$ cat config.mk
export PLATFORM = sky130hd
export DESIGN_NAME = i2s_frame_scheduler
export DESIGN_NICKNAME = d
export VERILOG_FILES = /design/src/rtl/i2s_frame_scheduler.sv
export SDC_FILE = /design/constraint.sdc
export NUM_CORES = 1
export LEC_CHECK = 0
export ABC_AREA = 0
export CORE_MARGIN = 3
export CORE_UTILIZATION = 40
export CTS_BUF_LIST = sky130_fd_sc_hd__clkbuf_8
export DETAILED_ROUTE_END_ITERATION = 8
export GPL_TIMING_DRIVEN = 0
export PLACE_DENSITY = 0.82
export RECOVER_POWER = 50
export SLEW_MARGIN = 20
export SYNTH_ARGS = -nofsm -noshare
export SYNTH_HDL_FRONTEND = slang
export SYNTH_SLANG_ARGS = --single-unit
$ cat constraint.sdc
create_clock -name clk_in -period 3.72 [get_ports clk_in]
set_clock_uncertainty 0.2 [all_clocks]
set_input_delay 0.744 -clock clk_in [delete_from_list [all_inputs] [get_ports clk_in]]
set_output_delay 0.744 -clock clk_in [all_outputs]
set_load 0.05 [all_outputs]
$ cat src/rtl/i2s_frame_scheduler.sv
// I2S2 frame sequencer: bit clock, LR clock and strobe generation, plus a
// once-per-frame round-robin arbiter that picks which stereo sample goes out.
module i2s_frame_scheduler #(
    parameter int SAMPLE_W   = 24,
    parameter int SLOT_W     = 32,
    parameter int BIT_CYCLES = 12
) (
    input  logic                  clk_in,
    input  logic                  rst_in,
    input  logic                  en_in,
    input  logic                  a_valid_in,
    input  logic [2*SAMPLE_W-1:0] a_data_in,
    output logic                  a_ready_out,
    input  logic                  b_valid_in,
    input  logic [2*SAMPLE_W-1:0] b_data_in,
    output logic                  b_ready_out,
    output logic                  sclk_out,
    output logic                  lrck_out,
    output logic                  shift_out,
    output logic                  capture_out,
    output logic                  frame_start_out,
    output logic [SAMPLE_W-1:0]   tx_left_out,
    output logic [SAMPLE_W-1:0]   tx_right_out,
    output logic [1:0]            tx_src_out,
    output logic                  underrun_out,
    output logic [1:0]            state_dbg_out
);

    localparam int CW = $clog2(BIT_CYCLES);
    localparam int BW = $clog2(SLOT_W);
    localparam logic [CW-1:0] CYC_LAST = CW'(BIT_CYCLES - 1);
    localparam logic [CW-1:0] CYC_HALF = CW'(BIT_CYCLES / 2);
    localparam logic [BW-1:0] BIT_LAST = BW'(SLOT_W - 1);

    typedef enum logic [1:0] {
        IDLE = 2'd0,
        LOAD = 2'd1,
        RUN  = 2'd2
    } state_t;

    state_t          state_q, state_d;
    logic [CW-1:0]   cyc_q, cyc_d;
    logic [BW-1:0]   bit_q, bit_d;
    logic            lrck_q, lrck_d;
    logic            sclk_q, sclk_d;
    logic            last_b_q;
    logic            frame_last;
    logic            arb;
    logic            grant_a;
    logic            grant_b;

    assign frame_last = (state_q == RUN) && lrck_q && (bit_q == BIT_LAST) && (cyc_q == CYC_LAST);

    // Round robin: on a tie the requester that did not win last time goes.
    assign grant_a = a_valid_in && (!b_valid_in || last_b_q);
    assign grant_b = b_valid_in && (!a_valid_in || !last_b_q);

    // Handshake: ready is combinational and only raised in the arbitration
    // cycle for the granted requester while its valid is high; a transfer is
    // valid && ready, sampled on the next rising clk_in.
    assign a_ready_out = arb && grant_a && rst_in;
    assign b_ready_out = arb && grant_b && rst_in;

    always_comb begin
        state_d = state_q;
        cyc_d   = cyc_q;
        bit_d   = bit_q;
        lrck_d  = lrck_q;
        arb     = 1'b0;
        case (state_q)
            IDLE: begin
                cyc_d  = '0;
                bit_d  = '0;
                lrck_d = 1'b0;
                if (en_in) state_d = LOAD;
            end
            LOAD: begin
                arb     = 1'b1;
                state_d = RUN;
                cyc_d   = '0;
                bit_d   = '0;
                lrck_d  = 1'b0;
            end
            RUN: begin
                if (frame_last) begin
                    cyc_d  = '0;
                    bit_d  = '0;
                    lrck_d = 1'b0;
                    if (en_in) arb = 1'b1;
                    else       state_d = IDLE;
                end else if (cyc_q == CYC_LAST) begin
                    cyc_d = '0;
                    if (bit_q == BIT_LAST) begin
                        bit_d  = '0;
                        lrck_d = ~lrck_q;
                    end else begin
                        bit_d = bit_q + 1'b1;
                    end
                end else begin
                    cyc_d = cyc_q + 1'b1;
                end
            end
            default: state_d = IDLE;
        endcase
        // sclk is registered from the next counter value so it lines up with cyc_q.
        sclk_d = (state_d == RUN) && (cyc_d >= CYC_HALF);
    end

    always_ff @(posedge clk_in or negedge rst_in) begin
        if (!rst_in) begin
            state_q         <= IDLE;
            cyc_q           <= '0;
            bit_q           <= '0;
            lrck_q          <= 1'b0;
            sclk_q          <= 1'b0;
            last_b_q        <= 1'b1;
            frame_start_out <= 1'b0;
            underrun_out    <= 1'b0;
            tx_left_out     <= '0;
            tx_right_out    <= '0;
            tx_src_out      <= 2'b00;
        end else begin
            state_q         <= state_d;
            cyc_q           <= cyc_d;
            bit_q           <= bit_d;
            lrck_q          <= lrck_d;
            sclk_q          <= sclk_d;
            frame_start_out <= arb;
            underrun_out    <= arb && !a_valid_in && !b_valid_in;
            if (arb) begin
                if (grant_a) begin
                    tx_left_out  <= a_data_in[2*SAMPLE_W-1:SAMPLE_W];
                    tx_right_out <= a_data_in[SAMPLE_W-1:0];
                    tx_src_out   <= 2'b01;
                    last_b_q     <= 1'b0;
                end else if (grant_b) begin
                    tx_left_out  <= b_data_in[2*SAMPLE_W-1:SAMPLE_W];
                    tx_right_out <= b_data_in[SAMPLE_W-1:0];
                    tx_src_out   <= 2'b10;
                    last_b_q     <= 1'b1;
                end else begin
                    tx_left_out  <= '0;
                    tx_right_out <= '0;
                    tx_src_out   <= 2'b00;
                end
            end
        end
    end

    assign sclk_out      = sclk_q;
    assign lrck_out      = lrck_q;
    assign shift_out     = (state_q == RUN) && (cyc_q == '0);
    assign capture_out   = (state_q == RUN) && (cyc_q == CYC_HALF);
    assign state_dbg_out = state_q;

endmodule

==> summary.md, run 1 <==
| Metric | Value |
|---|---|
| Antenna diode count | `0` |
| DIE AREA | `0.00887 mm2` |
| Area Overhead vs Synth | `61.0%` |
| Sequential cell area | `0.00165 mm2` |
| # rows | `31` |
| Sw Share | `50.0%` |
| Setup-failing EPs final | `0` |
| Worst-Margin Slew | `538 ps` |
| Top Ports | `161` |
| DRC viols | `0` |
| Syn Area/Cell | `9.87 um2` |
| Rel. slew slack | `64.0%` |
| Dpl cell area | `0.00485 mm2` |
| Post-layout nets | `597` |
| WP data required | `2780 ps` |
| Post-synthesis mux area share | `0.724%` |
| CORE AREA | `0.00741 mm2` |
| Period minus WS final | `3540 ps` |
| PD cells | `886 mW/mm2` |
| DRT Wirelength | `9270 um` |
| Worst Setup End Kind | `output pin` |
| Starting Density | `42.0%` |
| EDFF count, synth | `0` |
| Global Route Usage Sum | `21.4%` |
| Syn Inst Count | `315` |
| CP delay by family, top | `buffers and inverters` |
| Peak VDD IR | `0.442 mV` |
| Clock power share | `11.8%` |
| Critical Path Start Type | `register` |
| PortBufs | `160` |
| Leakage | `2.14 nW` |
| Post-synth cell types | `38` |
| Vias | `3048` |
| RSZ-0062 raised after global routing | `no` |
| Pins Over Slew Limit | `0` |
| Finished Cell Area | `0.00501 mm2` |
| Compound-Gate Fraction of Synth Area | `24.3%` |
| Multi-input gate area | `0.00132 mm2` |
| WP buf/inv | `2` |
| WS Path Type | `register to output pin` |
| CTS sink count | `66` |
| CTS tree | `built` |
| CP peak stage delay | `390 ps` |
| Fillers | `585` |
| RD Place Congestion | `0.763` |
| Syn. warnings | `0` |
| Clock Tree Buf Depth | `2` |
| Most frequent cells in the layout | `clkdlybuf4s50_1, dfrtp_1, a21oi_1, nor2_1, a22oi_1` |
| Post-synthesis register bit count | `66` |
| Clock slew at the register clock pins of the worst setup and hold paths | `70 ps` |
| Post-Synth Simple-Gate Area | `13.7%` |
| Seq/Total Area, Yosys | `53.1%` |
| Root Buffer | `clkbuf_8` |
| Mapped cell area | `0.00311 mm2` |
| Largest net degree at the start of global routing | `38` |
| CP Max Fanout | `10` |
| CP arrival | `2600 ps` |
| CTS buffer count | `9` |
| HP Class | `input pin to asynchronous set/reset pin` |
| Post-DP HPWL | `7190 um` |
| Cell internal pwr | `2.22 mW` |
| Worst hold slack | `143 ps` |
| Vias per std cell | `5.17` |
| Largest family of logic cells by synthesized area | `compound AO/OA/AOI/OAI gates` |
| Gr ovfl total | `0` |
| Die H | `94.2 um` |
| Combinational share of power | `60.6%` |
| Clock latency on the worst-skew pair | `330 ps` |
| CTS Hold Buffers Added | `0` |
| Sequential share of power | `27.6%` |
| Worst path cell trace | `ha_1 -> and3_1 -> ha_1 -> nand4_1 -> o21ai_2 -> buf_2 -> and3_1 -> clkdlybuf4s15_2` |
| Vias in the first global route | `3071` |
| First-iteration detailed-routing DRC count | `119` |
| Maxcap violations | `0` |
| NetSw | `2.22 mW` |
| Initial antenna violation count | `0` |
| Predominant post-synthesis flop cell | `dfrtp_1` |
| Die Wd | `94.2 um` |
| Most common library cell in the layout ignoring fill and taps | `clkdlybuf4s50_1` |
| Layout cell share with drive strength beyond 1 | `7.74%` |
| Synth Area in Adders | `3.62%` |
| Detailed-router iteration count before antenna repair | `4` |
| Status | `completed` |
| Crit-path slowest cell | `dfrtp_1` |
| H-tree depth | `3` |
| First-pass GRT wire length | `14800 um` |
| Max frequency | `282 MHz` |
| Post-synthesis xor/xnor area fraction | `0.282%` |
| Syn nets | `425` |
| Final hold violations | `0` |
| Final ANT Viol Nets | `0` |
| Routed WL per cell | `15.7 um` |
| Crit share post-route | `95.3%` |
| Post-synth ARST share | `100%` |
## synth_stat cells, types with 2 or more instances
| cell type | n | area share, % |
|---|---|---|
| nand4b_1 | 2 | 0.56 |
| o31ai_1 | 2 | 0.48 |
| a21boi_1 | 2 | 0.48 |
| nor3b_1 | 2 | 0.48 |
| nor2_1 | 52 | 6.3 |
| a22o_1 | 2 | 0.56 |
| ha_1 | 9 | 3.6 |
| mux2_2 | 2 | 0.72 |
| clkbuf_1 | 12 | 1.4 |
| nand2_1 | 11 | 1.3 |
| a22oi_1 | 48 | 12 |
| nand2b_1 | 2 | 0.40 |
| nand3_1 | 2 | 0.32 |
| a21oi_1 | 52 | 8.4 |
| and3_1 | 3 | 0.60 |
| nor2b_1 | 3 | 0.60 |
| inv_1 | 7 | 0.84 |
| buf_4 | 3 | 0.72 |
| or2_2 | 2 | 0.40 |
| buf_2 | 8 | 1.3 |
| dfrtp_1 | 65 | 52 |
| o21ai_0 | 8 | 1.3 |
## kinds of logic (layout without fill, tap and decap cells)
| kind of cell | count (synthesis) | in the layout |
|---|---|---|
| AOI/OAI and AO/OA | 119 | 119 |
| and+or+nand+nor | 88 | 88 |
| DFF | 66 | 66 |
| buffers and inverters | 30 | 206 |
| adders and majority gates | 9 | 9 |
| muxes | 2 | 2 |
| xor gates and xnor gates | 1 | 1 |
## worst paths after layout
kind                                         to  slack [ps]  cells after the start        startpoint
max in group asynchronous       tx_left_out[13]        2640                      2            rst_in
min in group clk_in                    bit_q[3]         270                      1          bit_q[3]
worst max-delay path                b_ready_out         180                      8          bit_q[0]
worst max register to register         sclk_out        1250                      6  state_dbg_out[0]
worst min register to register         bit_q[3]         270                      1          bit_q[3]
worst min-delay path                   cyc_q[2]         140                      1            rst_in
## metrics by stage
stage	total power [mW]	utilization, %	cells	worst slack [ps]	TNS [ps]
after floorplan	3.00	-	315	605	0
after global placement	3.91	65.3	574	-1810	-32050
after detailed placement	3.98	65.5	575	-352	-653
after CTS	4.52	67.9	590	7.01	0
after global routing	4.71	67.6	590	33.9	0
final	4.44	67.6	590	175	0
## what timing repair did
action	CTS	global route
setup endpoints to repair	2	1
buffers inserted	0	0
gates resized for setup	7	1
## area by class of cell
cell class	instances	share of cell area, %
Multi-Input combinational cell	219	26.3
Buffer	23	2.02
Clock inverter	4	0.375
Inverter	7	0.525
Timing Repair Buffer	161	32.3
Clock buffer	11	3.02
Sequential cell	66	33.0
Tap cell	99	2.47
## power by group through the flow
| stage | Sequential (mW) | Clock, mW | Combinational [mW] |
|---|---|---|---|
| 6_report | 1.23 | 0.522 | 2.69 |
| 2_1_floorplan | 2.26 | 0 | 0.743 |
| 3_5_place_dp | 1.24 | 0 | 2.74 |
| 5_1_grt | 1.27 | 0.567 | 2.87 |
| 3_3_place_gp | 1.22 | 0 | 2.69 |
| 4_1_cts | 1.23 | 0.536 | 2.75 |
## state kept, by name, indices dropped and copies added, names as in the netlist
signal and count:
cyc_q 4, tx_right_out 24, bit_q 5, tx_src_out 2
tx_left_out 24, sclk_out 1, last_b_q 1, frame_start_out 1
lrck_out 1, state_dbg_out 2, underrun_out 1
## layer usage
metal  wire length (um)  track usage [%]  part of all wire (%)
met3                572             5.13                   6.2
met2               4770             36.9                    51
met1               3760             25.7                    41
met4                169             8.18                   1.8
met5                  0                0                     0
Note: power is estimated with default switching activity, not from simulation.
==> inputs of run 2 (changes only) <==
--- a/config.mk
+++ b/config.mk
@@ -13,6 +13,7 @@
 export GPL_TIMING_DRIVEN = 0
 export PLACE_DENSITY = 0.82
 export RECOVER_POWER = 50
+export REMOVE_ABC_BUFFERS = 1
 export SLEW_MARGIN = 20
 export SYNTH_ARGS = -nofsm -noshare
 export SYNTH_HDL_FRONTEND = slang
==> summary.md, run 2 (synthesis gave the netlist of run 1 again) <==
| Metric | Value |
|---|---|
| DRT Wirelength | `9180 um` |
| Vias per std cell | `5.26` |
| Pins Over Slew Limit | `11` |
| Post-DP HPWL | `6730 um` |
| Worst-Margin Slew | `1630 ps` |
| Worst reg-to-reg setup slack | `640 ps` |
| PortBufs | `160` |
| Routing usage on met3 | `5.21%` |
| Starting Density | `42.0%` |
| Failing checks | `max-capacitance violations, max-slew violations` |
| CP Max Fanout | `30` |
| DRC viols | `0` |
| Dpl cell area | `0.00491 mm2` |
| Leakage | `2.15 nW` |
| Area Overhead vs Synth | `65.1%` |
| Die Wd | `94.2 um` |
| GRT busiest layer | `met2` |
| Rel. slew slack | `-9.75%` |
| Most common library cell in the layout ignoring fill and taps | `clkdlybuf4s50_1` |
| Finished Cell Area | `0.00513 mm2` |
| Final hold violations | `0` |
| CTS buffer count | `9` |
| Global Route Usage Sum | `20.5%` |
| Clock Tree Buf Depth | `2` |
| Status | `complete, but fails checks` |
| RSZ-0062 raised after global routing | `no` |
| Grt met2 use | `36.5%` |
| Maxcap violations | `1` |
| Final ANT Viol Nets | `0` |
| HP Class | `input pin to asynchronous set/reset pin` |
| H-tree depth | `3` |
| DIE AREA | `0.00887 mm2` |
| Post-layout nets | `582` |
| Initial antenna violation count | `0` |
| Crit share post-route | `95.8%` |
| CTS Hold Buffers Added | `0` |
| Largest net degree at the start of global routing | `37` |
| First-iteration detailed-routing DRC count | `117` |
| WS Path Type | `input pin to output pin` |
| Detailed-router iteration count before antenna repair | `4` |
| Layout cell share with drive strength beyond 1 | `7.76%` |
| CTS tree | `built` |
| Die H | `94.2 um` |
| Worst Setup End Kind | `output pin` |
| Peak VDD IR | `0.583 mV` |
| Most frequent cells in the layout | `clkdlybuf4s50_1, dfrtp_1, a21oi_1, nor2_1, a22oi_1` |
| Max frequency | `281 MHz` |
| CORE AREA | `0.00741 mm2` |
| Multi-input gate area | `0.00137 mm2` |
| Setup-failing EPs final | `0` |
| # rows | `31` |
| Root Buffer | `clkbuf_8` |
| Antenna diode count | `0` |
| Grt met1 use | `24.4%` |
| WP data required | `2780 ps` |
| Vias in the first global route | `3039` |
| Reg2Reg Depth | `9` |
| Top Ports | `161` |
| Clock latency on the worst-skew pair | `340 ps` |
| Period minus WS final | `3560 ps` |
| CP arrival | `2620 ps` |
| First-pass GRT wire length | `14400 um` |
| Biggest regs | `tx_left_out (24), tx_right_out (24), bit_q (5)` |
| RD Place Congestion | `0.740` |
| Gr ovfl total | `0` |
| Critical Path Start Type | `input pin` |
| Vias | `3028` |
| Clock slew at the register clock pins of the worst setup and hold paths | `80 ps` |
| Routed WL per cell | `15.9 um` |
| Worst hold slack | `149 ps` |
| Sequential cell area | `0.00165 mm2` |
| Fillers | `549` |
| CTS sink count | `66` |
| PD cells | `908 mW/mm2` |
-- run 2: changes by cell type in the layout (fill, tap and decap cells not counted), sizes merged --
| cell | previous run | this run |
|---|---|---|
| clkdlybuf4s50 | 142 | 157 |
| buf | 11 | 8 |
| inv | 8 | 7 |
| clkinvlp | 0 | 2 |
| clkbuf | 26 | 10 |
| a21boi | 2 | 4 |
| bufinv | 0 | 2 |
| dlygate4sd3 | 15 | 0 |
-- run 2: per-layer routing --
| metal | vias to the layer above | routed length (um) |
|---|---|---|
| li1 | 1449 | - |
| met1 | 1459 | 3740 |
| met2 | 112 | 4630 |
| met3 | 8 | 724 |
| met4 | 0 | 78 |
| met5 | - | 0 |
-- run 2: final timing paths --
check,startpoint,to
min in group clk_in,bit_q[3],bit_q[3]
setup reg to reg,bit_q[0],tx_left_out[11]
hold reg to reg,bit_q[3],bit_q[3]
max in group asynchronous,rst_in,last_b_q
hold / removal,rst_in,tx_left_out[4]
setup / recovery,a_valid_in,a_ready_out
-- run 2: final cells by class --
type,count,share of cell area (%)
Clock inverter,7,1.83
Clock buffer,9,2.41
Inverter,7,0.512
Timing Repair Buffer,167,34.0
Sequential cell,66,32.2
Multi-Input combinational cell,221,26.6
Tap cell,99,2.41
-- run 2: critical path, cell delays in order --
cell	delay, ps
clkdlybuf4s50_1	660
a21boi_4	520
buf_16	240
and3_1	170
buf_2	270
-- run 2: power by group --
part           switching [mW]  internal, mW  total, mW
Sequential              0.181          1.05       1.23
Clock                   0.289         0.376      0.665
Combinational            1.79         0.982       2.77
-- run 2: repair_timing --
action,in CTS,in global routing
setup buffers,0,1
pin swaps,1,1
resized for setup,4,3
setup endpoints to repair,2,2
gates cloned,2,0
-- run 2: per-stage QoR --
step | total power, mW | setup TNS, ps | utilization (%) | setup slack [ps] | std cells
6_report | 4.66 | 0 | 69.3 | 156 | 576
5_1_grt | 4.93 | 0 | 69.3 | 73.2 | 576
4_1_cts | 4.71 | 0 | 69.6 | 19.9 | 575
3_5_place_dp | 4.03 | -663 | 66.3 | -471 | 557
3_3_place_gp | 3.87 | -107090 | 63.8 | -2600 | 551
2_1_floorplan | 2.97 | -5720 | - | -1160 | 292
